<file path="src/rtl/instruction_ram_pkg.sv">
// ============================================================================
//  Module  : instruction_ram_pkg
//  Brief   : Shared types and constants for the writable instruction RAM:
//            FSM state encoding, NOP word, boot-program words and the
//            instruction field encodings they are built from.
//            Boot program is only used when PROG_PRELOAD_EN is defined.
//  Rev     : 1.0  initial release
// ============================================================================
`default_nettype none

package instruction_ram_pkg;

    // Init/run sequencer states
    typedef enum logic [0:0] {
        IRAM_INIT = 1'b0,
        IRAM_RUN  = 1'b1
    } iram_state_e;

    // Instruction layout: {op[31:28], mode[27:24], src_t[23:20], dst_t[19:16], dst_reg[15:8], operand[7:0]}
    localparam logic [3:0] c_OP_MOV   = 4'h1;
    localparam logic [3:0] c_OP_ACC   = 4'h2;
    localparam logic [3:0] c_OP_JMP   = 4'h3;
    localparam logic [3:0] c_MODE_PUR = 4'h0;
    localparam logic [3:0] c_MODE_UAD = 4'h1;
    localparam logic [3:0] c_MODE_UNC = 4'h0;
    localparam logic [3:0] c_SRC_NUM  = 4'h1;
    localparam logic [3:0] c_DST_NONE = 4'h0;
    localparam logic [3:0] c_DST_REG  = 4'h2;
    localparam logic [7:0] c_REG_DOUT = 8'h01;
    localparam logic [7:0] c_REG_NONE = 8'h00;

    localparam logic [31:0] INSTR_NOP = 32'd0;

    // MOV PUR NUM 1 -> REG DOUT
    localparam logic [31:0] BOOT_WORD0 = {c_OP_MOV, c_MODE_PUR, c_SRC_NUM, c_DST_REG,  c_REG_DOUT, 8'd1};
    // ACC UAD NUM 40 -> REG DOUT
    localparam logic [31:0] BOOT_WORD1 = {c_OP_ACC, c_MODE_UAD, c_SRC_NUM, c_DST_REG,  c_REG_DOUT, 8'd40};
    // JMP UNC to byte address 4
    localparam logic [31:0] BOOT_WORD2 = {c_OP_JMP, c_MODE_UNC, c_SRC_NUM, c_DST_NONE, c_REG_NONE, 8'd4};

    // Boot image contents for a given word index (NOP beyond the program)
    function automatic logic [31:0] boot_word(input int unsigned idx);
        case (idx)
            0:       boot_word = BOOT_WORD0;
            1:       boot_word = BOOT_WORD1;
            2:       boot_word = BOOT_WORD2;
            default: boot_word = INSTR_NOP;
        endcase
    endfunction

endpackage

`default_nettype wire

</file>
<file path="src/rtl/instr_ram_init_seq.sv">
// ============================================================================
//  Module  : instr_ram_init_seq
//  Brief   : Post-reset initialisation sequencer. Walks the word index from
//            0 to DEPTH-1, one word per cycle, then parks in RUN. Provides
//            the init write strobe/index/data and registered busy/wr_ready.
//            PROG_PRELOAD_EN selects boot-program contents over all-NOP.
//  Rev     : 1.0  initial release
// ============================================================================
`default_nettype none

module instr_ram_init_seq
    import instruction_ram_pkg::*;
#(
    parameter int DEPTH  = 64,
    parameter int DATA_W = 32,
    parameter int IDX_W  = 6
) (
    input  logic              i_clk,
    input  logic              i_rst_n,
    output logic              o_init_we,
    output logic [IDX_W-1:0]  o_init_idx,
    output logic [DATA_W-1:0] o_init_data,
    output logic              o_busy,
    output logic              o_wr_ready
);

    localparam logic [IDX_W-1:0] c_LAST_IDX = IDX_W'(DEPTH - 1);

    iram_state_e      r_state;
    logic [IDX_W-1:0] r_cnt;
    logic             r_busy;
    logic             r_wr_ready;

    // Sequencer: reset restarts the walk from word 0 regardless of current state
    always_ff @(posedge i_clk) begin
        if (!i_rst_n) begin
            r_state    <= IRAM_INIT;
            r_cnt      <= '0;
            r_busy     <= 1'b1;
            r_wr_ready <= 1'b0;
        end else begin
            case (r_state)
                IRAM_INIT: begin
                    if (r_cnt == c_LAST_IDX) begin
                        r_state    <= IRAM_RUN;
                        r_cnt      <= '0;
                        r_busy     <= 1'b0;
                        r_wr_ready <= 1'b1;
                    end else begin
                        r_cnt <= r_cnt + IDX_W'(1);
                    end
                end
                IRAM_RUN: begin
                    r_state <= IRAM_RUN;
                end
                default: begin
                    r_state <= IRAM_INIT;
                end
            endcase
        end
    end

    assign o_init_we  = (r_state == IRAM_INIT);
    assign o_init_idx = r_cnt;
    assign o_busy     = r_busy;
    assign o_wr_ready = r_wr_ready;

`ifdef PROG_PRELOAD_EN
    assign o_init_data = DATA_W'(boot_word(32'(r_cnt)));
`else
    assign o_init_data = DATA_W'(INSTR_NOP);
`endif

endmodule

`default_nettype wire

</file>
<file path="src/rtl/instruction_ram.sv">
// ============================================================================
//  Module  : instruction_ram
//  Brief   : Writable instruction memory for the CPU fetch stage. Byte
//            addressed (word = address>>2), 1-cycle registered read,
//            valid/ready loader write port, self-initialising after reset.
//            Misaligned/out-of-range accesses return NOP with addr_fault
//            on reads and are dropped on writes. Read-first on collisions.
//            Optional: PROG_PRELOAD_EN preloads the boot program (DEPTH>=3).
//  Rev     : 1.0  initial release
// ============================================================================
`default_nettype none

module instruction_ram
    import instruction_ram_pkg::*;
#(
    parameter int ADDR_W = 8,
    parameter int DATA_W = 32,
    parameter int DEPTH  = 64
) (
    input  logic              clock,
    input  logic              reset_n,
    input  logic [ADDR_W-1:0] address,
    input  logic              read_en,
    output logic [DATA_W-1:0] instruction,
    output logic              instr_valid,
    output logic              addr_fault,
    input  logic              wr_valid,
    output logic              wr_ready,
    input  logic [ADDR_W-1:0] wr_address,
    input  logic [DATA_W-1:0] wr_data,
    output logic              busy
);

    localparam int          c_WORD_W  = ADDR_W - 2;
    localparam int          c_IDX_W   = (DEPTH > 1) ? $clog2(DEPTH) : 1;
    localparam int unsigned c_DEPTH_U = DEPTH;

    // Reject parameter sets the address space cannot reach
    if ((DEPTH < 1) || (DEPTH > (2 ** (ADDR_W - 2)))) begin : g_depth_range_err
        $error("instruction_ram: DEPTH out of range for ADDR_W");
    end

`ifdef PROG_PRELOAD_EN
    // The boot program occupies words 0..2
    if (DEPTH < 3) begin : g_preload_depth_err
        $error("instruction_ram: PROG_PRELOAD_EN requires DEPTH >= 3");
    end
`endif

    logic                w_init_we;
    logic [c_IDX_W-1:0]  w_init_idx;
    logic [DATA_W-1:0]   w_init_data;
    logic                w_busy;
    logic                w_wr_ready;

    logic [c_WORD_W-1:0] w_rd_word;
    logic [c_WORD_W-1:0] w_wr_word;
    logic [c_IDX_W-1:0]  w_rd_idx;
    logic [c_IDX_W-1:0]  w_wr_idx;
    logic                w_rd_fault;
    logic                w_wr_fault;
    logic                w_wr_fire;

    logic [DATA_W-1:0]   r_mem [DEPTH];
    logic [DATA_W-1:0]   r_instruction;
    logic                r_instr_valid;
    logic                r_addr_fault;

    instr_ram_init_seq #(
        .DEPTH  (DEPTH),
        .DATA_W (DATA_W),
        .IDX_W  (c_IDX_W)
    ) u_init_seq (
        .i_clk       (clock),
        .i_rst_n     (reset_n),
        .o_init_we   (w_init_we),
        .o_init_idx  (w_init_idx),
        .o_init_data (w_init_data),
        .o_busy      (w_busy),
        .o_wr_ready  (w_wr_ready)
    );

    // Alignment and range are resolved before the array is ever indexed
    assign w_rd_word  = address[ADDR_W-1:2];
    assign w_wr_word  = wr_address[ADDR_W-1:2];
    assign w_rd_fault = (address[1:0] != 2'b00)    || (32'(w_rd_word) >= c_DEPTH_U);
    assign w_wr_fault = (wr_address[1:0] != 2'b00) || (32'(w_wr_word) >= c_DEPTH_U);
    assign w_rd_idx   = w_rd_word[c_IDX_W-1:0];
    assign w_wr_idx   = w_wr_word[c_IDX_W-1:0];
    assign w_wr_fire  = wr_valid && w_wr_ready && !w_wr_fault;

    // Storage write port: init sequencer owns the array until RUN; no writes land on a reset edge
    always_ff @(posedge clock) begin
        if (reset_n) begin
            if (w_init_we) begin
                r_mem[w_init_idx] <= w_init_data;
            end else if (w_wr_fire) begin
                r_mem[w_wr_idx] <= wr_data;
            end
        end
    end

    // Fetch register: old array contents are sampled, so a same-edge write is seen one read later
    always_ff @(posedge clock) begin
        if (!reset_n) begin
            r_instruction <= DATA_W'(INSTR_NOP);
            r_instr_valid <= 1'b0;
            r_addr_fault  <= 1'b0;
        end else if (w_busy) begin
            r_instr_valid <= 1'b0;
        end else if (read_en) begin
            r_instr_valid <= 1'b1;
            if (w_rd_fault) begin
                r_instruction <= DATA_W'(INSTR_NOP);
                r_addr_fault  <= 1'b1;
            end else begin
                r_instruction <= r_mem[w_rd_idx];
                r_addr_fault  <= 1'b0;
            end
        end else begin
            r_instr_valid <= 1'b0;
        end
    end

    assign instruction = r_instruction;
    assign instr_valid = r_instr_valid;
    assign addr_fault  = r_addr_fault;
    assign wr_ready    = w_wr_ready;
    assign busy        = w_busy;

endmodule

`default_nettype wire

</file>
<file path="config.mk">
export PLATFORM = sky130hd
export DESIGN_NAME = instruction_ram
export DESIGN_NICKNAME = d
export VERILOG_FILES = /design/src/rtl/instruction_ram_pkg.sv /design/src/rtl/instr_ram_init_seq.sv /design/src/rtl/instruction_ram.sv
export SDC_FILE = /design/constraint.sdc
export NUM_CORES = 2
export LEC_CHECK = 0
export BUFFER_PORTS_ARGS = -buffer_cell sky130_fd_sc_hd__buf_2
export CORE_ASPECT_RATIO = 1.5
export CORE_UTILIZATION = 47
export DETAILED_ROUTE_END_ITERATION = 10
export SYNTH_ARGS = -nofsm -noshare
export SYNTH_HDL_FRONTEND = slang
export SYNTH_SLANG_ARGS = --single-unit
export TNS_END_PERCENT = 10
</file>
<file path="constraint.sdc">
create_clock -name clock -period 9.99 [get_ports clock]
set_clock_uncertainty 0.2 [all_clocks]
set_input_delay 0.4995 -clock clock [delete_from_list [all_inputs] [get_ports clock]]
set_output_delay 0.4995 -clock clock [all_outputs]
set_load 0.005 [all_outputs]
</file>
# --- Word-level counts from Yosys, hierarchy flattened ---
# Memory sizes are Yosys's and may differ from the RTL's.
# Cells that the tools add are included.
word_totals:
  ff_bits: 43
  mem_bits_rw: 2048
  in_bits: 52
  wordCells: 38
  memories: 1
op_classes:
  addsub: 1
  n_eq_ne: 1
  muxes: 16
  bitwise_logic: 3
  reduce_logical: 9
memory_table:
  columns: ["memory", "depth", "word_bits", "rd", "rd_ports_with_merged_regs", "wr", "line_no", "source"]
  rows:
  - ["r_mem", 64, 32, 1, 0, 1, "instruction_ram.sv:64", "logic [DATA_W-1:0] r_mem [DEPTH];"]
ops:
  columns: ["op", "n"]
  rows:
  - ["32-bit two-way mux", 2]
  - ["32-bit OR reduction", 1]
  - ["6-bit two-way mux", 2]
  - ["1-bit two-way mux", 11]
  - ["6-bit by 1-bit adder with 6-bit output (second input constant)", 1]
  - ["6-bit equality test (second input constant)", 1]
  - ["2-bit AND reduction", 2]
  - ["2-bit nonzero test", 2]
  - ["1-bit inverter", 3]
  - ["1-bit logical AND", 2]
  - ["1-bit case mux with 2 select lines", 1]
  - ["2-bit OR reduction", 1]
  - ["1-bit zero test", 1]

# --- Logic depth before layout (Yosys ltp) ---
logic_depth:
  word_depth: 9
  mapped_depth: 11
  mapped_depth_nobuf: 6

# --- Cells and area by module ---
# A second synthesis with hierarchy kept.
unflattened:
  cells_unflattened: 3768
  area_unflattened_um2: 81116.5
by_module_without_submodules:
  columns: ["mod", "n_inst", "cells_each", "area_each_um2", "seq_area_each_um2"]
  rows:
  - ["instruction_ram", 1, 3696, 80496.0, 62179.6]
  - ["instr_ram_init_seq", 1, 72, 620.6, 180.2]

# --- Worst setup path after synthesis ---
# OpenSTA, ideal clock, no wires.
synth_path:
  path_kind: "input-to-reg"
  start: "input reset_n"
  end: "memory r_mem[8][0] (enable)"
  setup_ps: 421
  arrival_time_ps: 3342
  required_time_ps: 9369
  setup_slack_ps: 6027
  stages: 9
  n_path_buf: 3
  cell_sequence: "buf_2 -> clkinv_1 -> nor3_2 -> buf_2 -> buf_2 -> inv_1 -> o22ai_1 -> nand2_1 -> nor2_1"
synth_between:
  elab_chain_cells: 4
synth_lines:
  columns: ["element", "line_no", "source"]
  rows:
  - ["from (decl)", "instruction_ram.sv:21", "input logic reset_n,"]
  - ["1-bit two-way mux", "instruction_ram.sv:94", "if (reset_n) begin"]
  - ["1-bit two-way mux (implied by the code)", "instruction_ram.sv:98", "r_mem[w_wr_idx] <= wr_data;"]
  - ["32-bit OR reduction (no line)", null, null]
  - ["6-bit two-way mux (no line) / 1-bit two-way mux (equally long branches)", null, null]
  - ["to (decl)", "instruction_ram.sv:64", null]
# Parallel ways exist; a longest one is shown, timed or not.

# --- Worst setup path after layout ---
layout_path:
  start: "input reset_n"
  end: "memory r_mem[16][22] (enable)"
# The elaborated chain is that of the path after synthesis.

==> summary.txt <==
Clock network
  – Total number of clock tree sinks: around 2.1k
  – CTS hold repair buffers: 4
  – Post-CTS setup buffer count: 0
  – Master cell of the clock root buffer: clkbuf_16
  – Worst-case clock buffer depth: 3
  – Clock insertion delay at the later pin of the skew report: roughly 0.83 ns
  – TritonCTS clock tree: yes
  – Clock transition time at the flip-flop clock pins of the worst setup and hold paths: around 0.070 ns
  – Post-CTS sizing: 0
  – Clock buffer count from CTS: about 180
  – Clock H-tree levels: 4

Yosys
  – Fraction of synthesis flops using an asynchronous set or reset pin: 0%
  – Library cell with the largest summed area after synthesis: edfxtp_1
  – Number of enable flip-flop cells after synthesis: 2048
  – Mapped Nets: between 3k and 4k
  – Cell count after synthesis: 3742
  – Sequential fraction of the synthesis area: ~77%
  – Main combinational cell family by area after synthesis: multiplexers
  – Number of register bits inferred by synthesis: between 2k and 2.5k
  – Number of warnings issued by yosys: 0
  – Synthesized cell area: 80500 µm²
  – Post-synth top flop: edfxtp_1
  – Number of library cell types mapped by synthesis: between 60 and 70
  – Multiplexer share of the synthesized area: around 16%
  – Xor-xnor portion of the synthesized cell area: less than 1%
  – Fraction of the mapped netlist area in simple logic gates: roughly 2.8%
  – Main area contributors after synthesis: edfxtp_1 (76%), mux4_2 (14%), mux2i_1 (1.8%)
  – Count leader, synth: edfxtp_1
  – Proportion of netlist area held by the largest area contributor: about 76%
  – Ranking of synthesized cells by instance count: edfxtp_1 (2048), mux4_2 (485), nand2_1 (191), mux2i_1 (144), nor2_1 (114)
  – Syn_area_per_cell: ~22 µm²
  – Fraction of the mapped netlist area in adder cells: less than 1%
  – Complex-gate fraction of the synthesized area: 2.64%

Worst setup path
  – Type of the worst setup path: input pin to flop
  – CP required: between 10 and 15 ns
  – Endpoint type of the worst setup path: flop
  – Element type at the critical path start: input pin
  – Endpoint of the worst setup timing path: r_mem[16][22]
  – Data arrival at the endpoint of the critical path: around 5.3 ns
  – Slowest stage delay, CP: 1.08 ns
  – Register-to-Register Setup Slack: ~5.6 ns
  – Worst R2R Start: u_init_seq.r_state
  – Startpoint of the worst setup timing path: reset_n
  – Library cell contributing the largest single delay on the critical path: nor2_4
  – R2r worst-path depth: 6
  – Cells along the critical path: dlygate4sd3_1 -> buf_2 -> clkinv_1 -> nor3_4 -> buf_4 -> mux2i_1 -> nand2_1 -> nor2_4
  – Largest fanout on the critical path: 46
  – Reg-to-reg critical path endpoint: r_mem[16][22]

Timing
  – Worst slew slack as a fraction of its limit: between 10 and 15%
  – Worst-margin pin slew: 1.29 ns
  – Sum of negative setup slack: 0 ns
  – Unrepaired setup endpoints after global routing: false
  – Endpoints failing hold: 0
  – Final Slew Violations: 0
  – Max Clk Rate: between 0.15 and 0.2 GHz
  – Period minus WS final: between 5 and 6 ns
  – Crit share post-route: between 50% and 60%
  – Final setup vio count: 0

Die
  – Starting density of the core: around 47%
  – Count of pins on the block boundary: 88
  – Chip Width: approximately 340 µm
  – Site row count: roughly 190
  – Standard cell core area: between 150000 and 200000 µm²
  – Area of the die: ~170000 µm²
  – DIE HEIGHT: roughly 500 µm

Placement
  – GP Congestion: 0.871
  – Placed insts: between 6k and 7k
  – Port Buffers: between 80 and 90
  – Post-DP HPWL: around 130000 µm

Finish
  – Fraction of final layout cells with drive strength greater than 1: around a quarter
  – Area growth, synth to finish: 12.1%
  – Number of nets in the layout: around 4k
  – Non-filler instance count after layout: roughly 6.4k

Global routing
  – Number of global-route vias before repair: 40.1k
  – Antenna violations before repair: 10
  – Wire length of the first global-routing pass: slightly above 300000 µm
  – Global-route total usage across every layer: 26.0%
  – Largest net degree at the start of global routing: 99
  – Total congestion overflow: 0

Route
  – DRC Markers: 0
  – Antenna-violating nets left: 0
  – Detailed Routing Iterations Pass 1: 5
  – Count of vias placed by the detailed router: between 30k and 40k
  – Detailed-route wire length per cell: about 35 µm
  – Routed wire length: roughly 220000 µm
  – Ratio of routed vias to standard cells: approximately 6.3
  – Iteration-0 DRC count of the detailed router: between 4k and 5k

Run status
  – Status: complete, no violations

Hold path
  – Worst min path class: input pin to flop

Power and ir drop
  – Switching power share of the total: about a fifth
  – Combinational share of power: under 10%
  – Power per Cell Area: approximately 190 nW/µm²
  – Static power due to leakage: roughly 28 nW
  – Peak supply drop: 0.000139 V
  – Fraction of power consumed by sequential logic: 55.7%
  – Switching power of the nets: between 3 and 4 mW
  – Internal portion of total power: roughly 14 mW
  – Power share of the clock group: 41.1%

Job
  – # Max-Cap Violations: 0
## kinds of logic after synthesis
family / after synthesis
AOI/OAI and AO/OA: 308
xor gates and xnor gates: 5
adders and majority gates: 1
buffers and inverters: 208
DFF: 2091
muxes: 641
and+or+nand+nor: 488
## critical path: cells and delay by family
family	cells	cell delay, ns
AND/OR/NAND/NOR	3	2.21
buffers and inverters	4	1.89
multiplexers	1	0.57
## how the worst min path moves through the flow
stage / slack, ns / cells past startpoint / endpoint / from
2_1_floorplan: 0.23 / 2 / instruction[8] / instruction[8]
3_3_place_gp: 0.26 / 2 / addr_fault / addr_fault
3_5_place_dp: 0.26 / 2 / addr_fault / addr_fault
4_1_cts: 0.22 / 3 / u_init_seq.o_busy / reset_n
5_1_grt: 0.25 / 4 / instruction[24] / address[6]
6_report: 0.26 / 2 / r_mem[56][25] / wr_data[25]
## metrics by stage
| step | setup WS [ns] | cell area, µm² | hold WS (ns) | util, % | total power, mW |
|---|---|---|---|---|---|
| after floorplan | 6.03 | 80500 | 0.234 | - | 10.1 |
| after global placement | 4.70 | 84300 | 0.257 | 49.7 | 10.3 |
| after detailed placement | 4.63 | 84300 | 0.258 | 49.7 | 10.3 |
| after CTS | 5.00 | 90200 | 0.222 | 53.2 | 17.2 |
| after global routing | 4.63 | 90200 | 0.251 | 53.2 | 17.5 |
| final | 4.92 | 90200 | 0.259 | 53.2 | 17.1 |
## sequential cells by signal, indices dropped and copies added (netlist names)
name / cells
addr_fault: 1
instr_valid: 1
instruction: 32
r_mem: 2048
u_init_seq.o_busy: 1
u_init_seq.o_init_idx: 6
u_init_seq.o_wr_ready: 1
u_init_seq.r_state: 1
## cell usage in the layout, fill, tap and decap left out, types with 10 or more instances in the layout
cell type / synthesis / layout
edfxtp_1: 2048 / 2048
mux4_2: 485 / 485
nand2_1: 191 / 191
clkbuf_16: 0 / 189
mux2i_1: 144 / 144
buf_4: 47 / 140
buf_2: 53 / 83
nor2_4: 0 / 64
clkbuf_1: 65 / 50
nor2_1: 114 / 49
o21ai_0: 47 / 47
nand3_1: 47 / 47
a21oi_1: 43 / 43
dfxtp_1: 43 / 43
o22ai_1: 40 / 40
clkinv_1: 1 / 33
and2_2: 0 / 31
a211oi_1: 30 / 30
clkinv_2: 0 / 27
a22oi_1: 27 / 27
nor2b_1: 22 / 20
nor3_1: 20 / 20
nand2b_1: 16 / 16
bufinv_16: 0 / 15
a221oi_1: 14 / 14
o21ai_1: 14 / 13
mux2_2: 12 / 12
a2111oi_0: 14 / 11
and3_1: 10 / 10
o32ai_1: 10 / 10
## routing by layer
layer,share of wire [%],vias to the layer above,wire length (µm),GRT usage [%]
li1,-,16099,-,-
met1,38,21593,85200,34.0
met2,50,1798,112000,43.4
met3,7.1,368,15800,4.22
met4,4.2,4,9350,10.5
met5,0.012,-,27,0
## layout make-up
type | count | area [µm²]
clock inverter | 86 | 848
tap | 2244 | 2810
sequential | 2091 | 62400
multi-input combinational | 1443 | 17400
timing repair buffer | 236 | 1670
antenna | 2 | 5.00
clock buffer | 246 | 5010
fill | 12957 | 79500
inverter | 8 | 31.3
## power by group through the flow
stage | sequential [mW] | combinational (mW) | clock [mW]
after CTS | 9.51 | 0.553 | 7.12
after detailed placement | 9.70 | 0.552 | 0
final | 9.51 | 0.548 | 7.01
after global routing | 9.51 | 0.571 | 7.38
after floorplan | 9.70 | 0.353 | 0
after global placement | 9.70 | 0.552 | 0
Note: power is estimated with default switching activity, not from simulation.
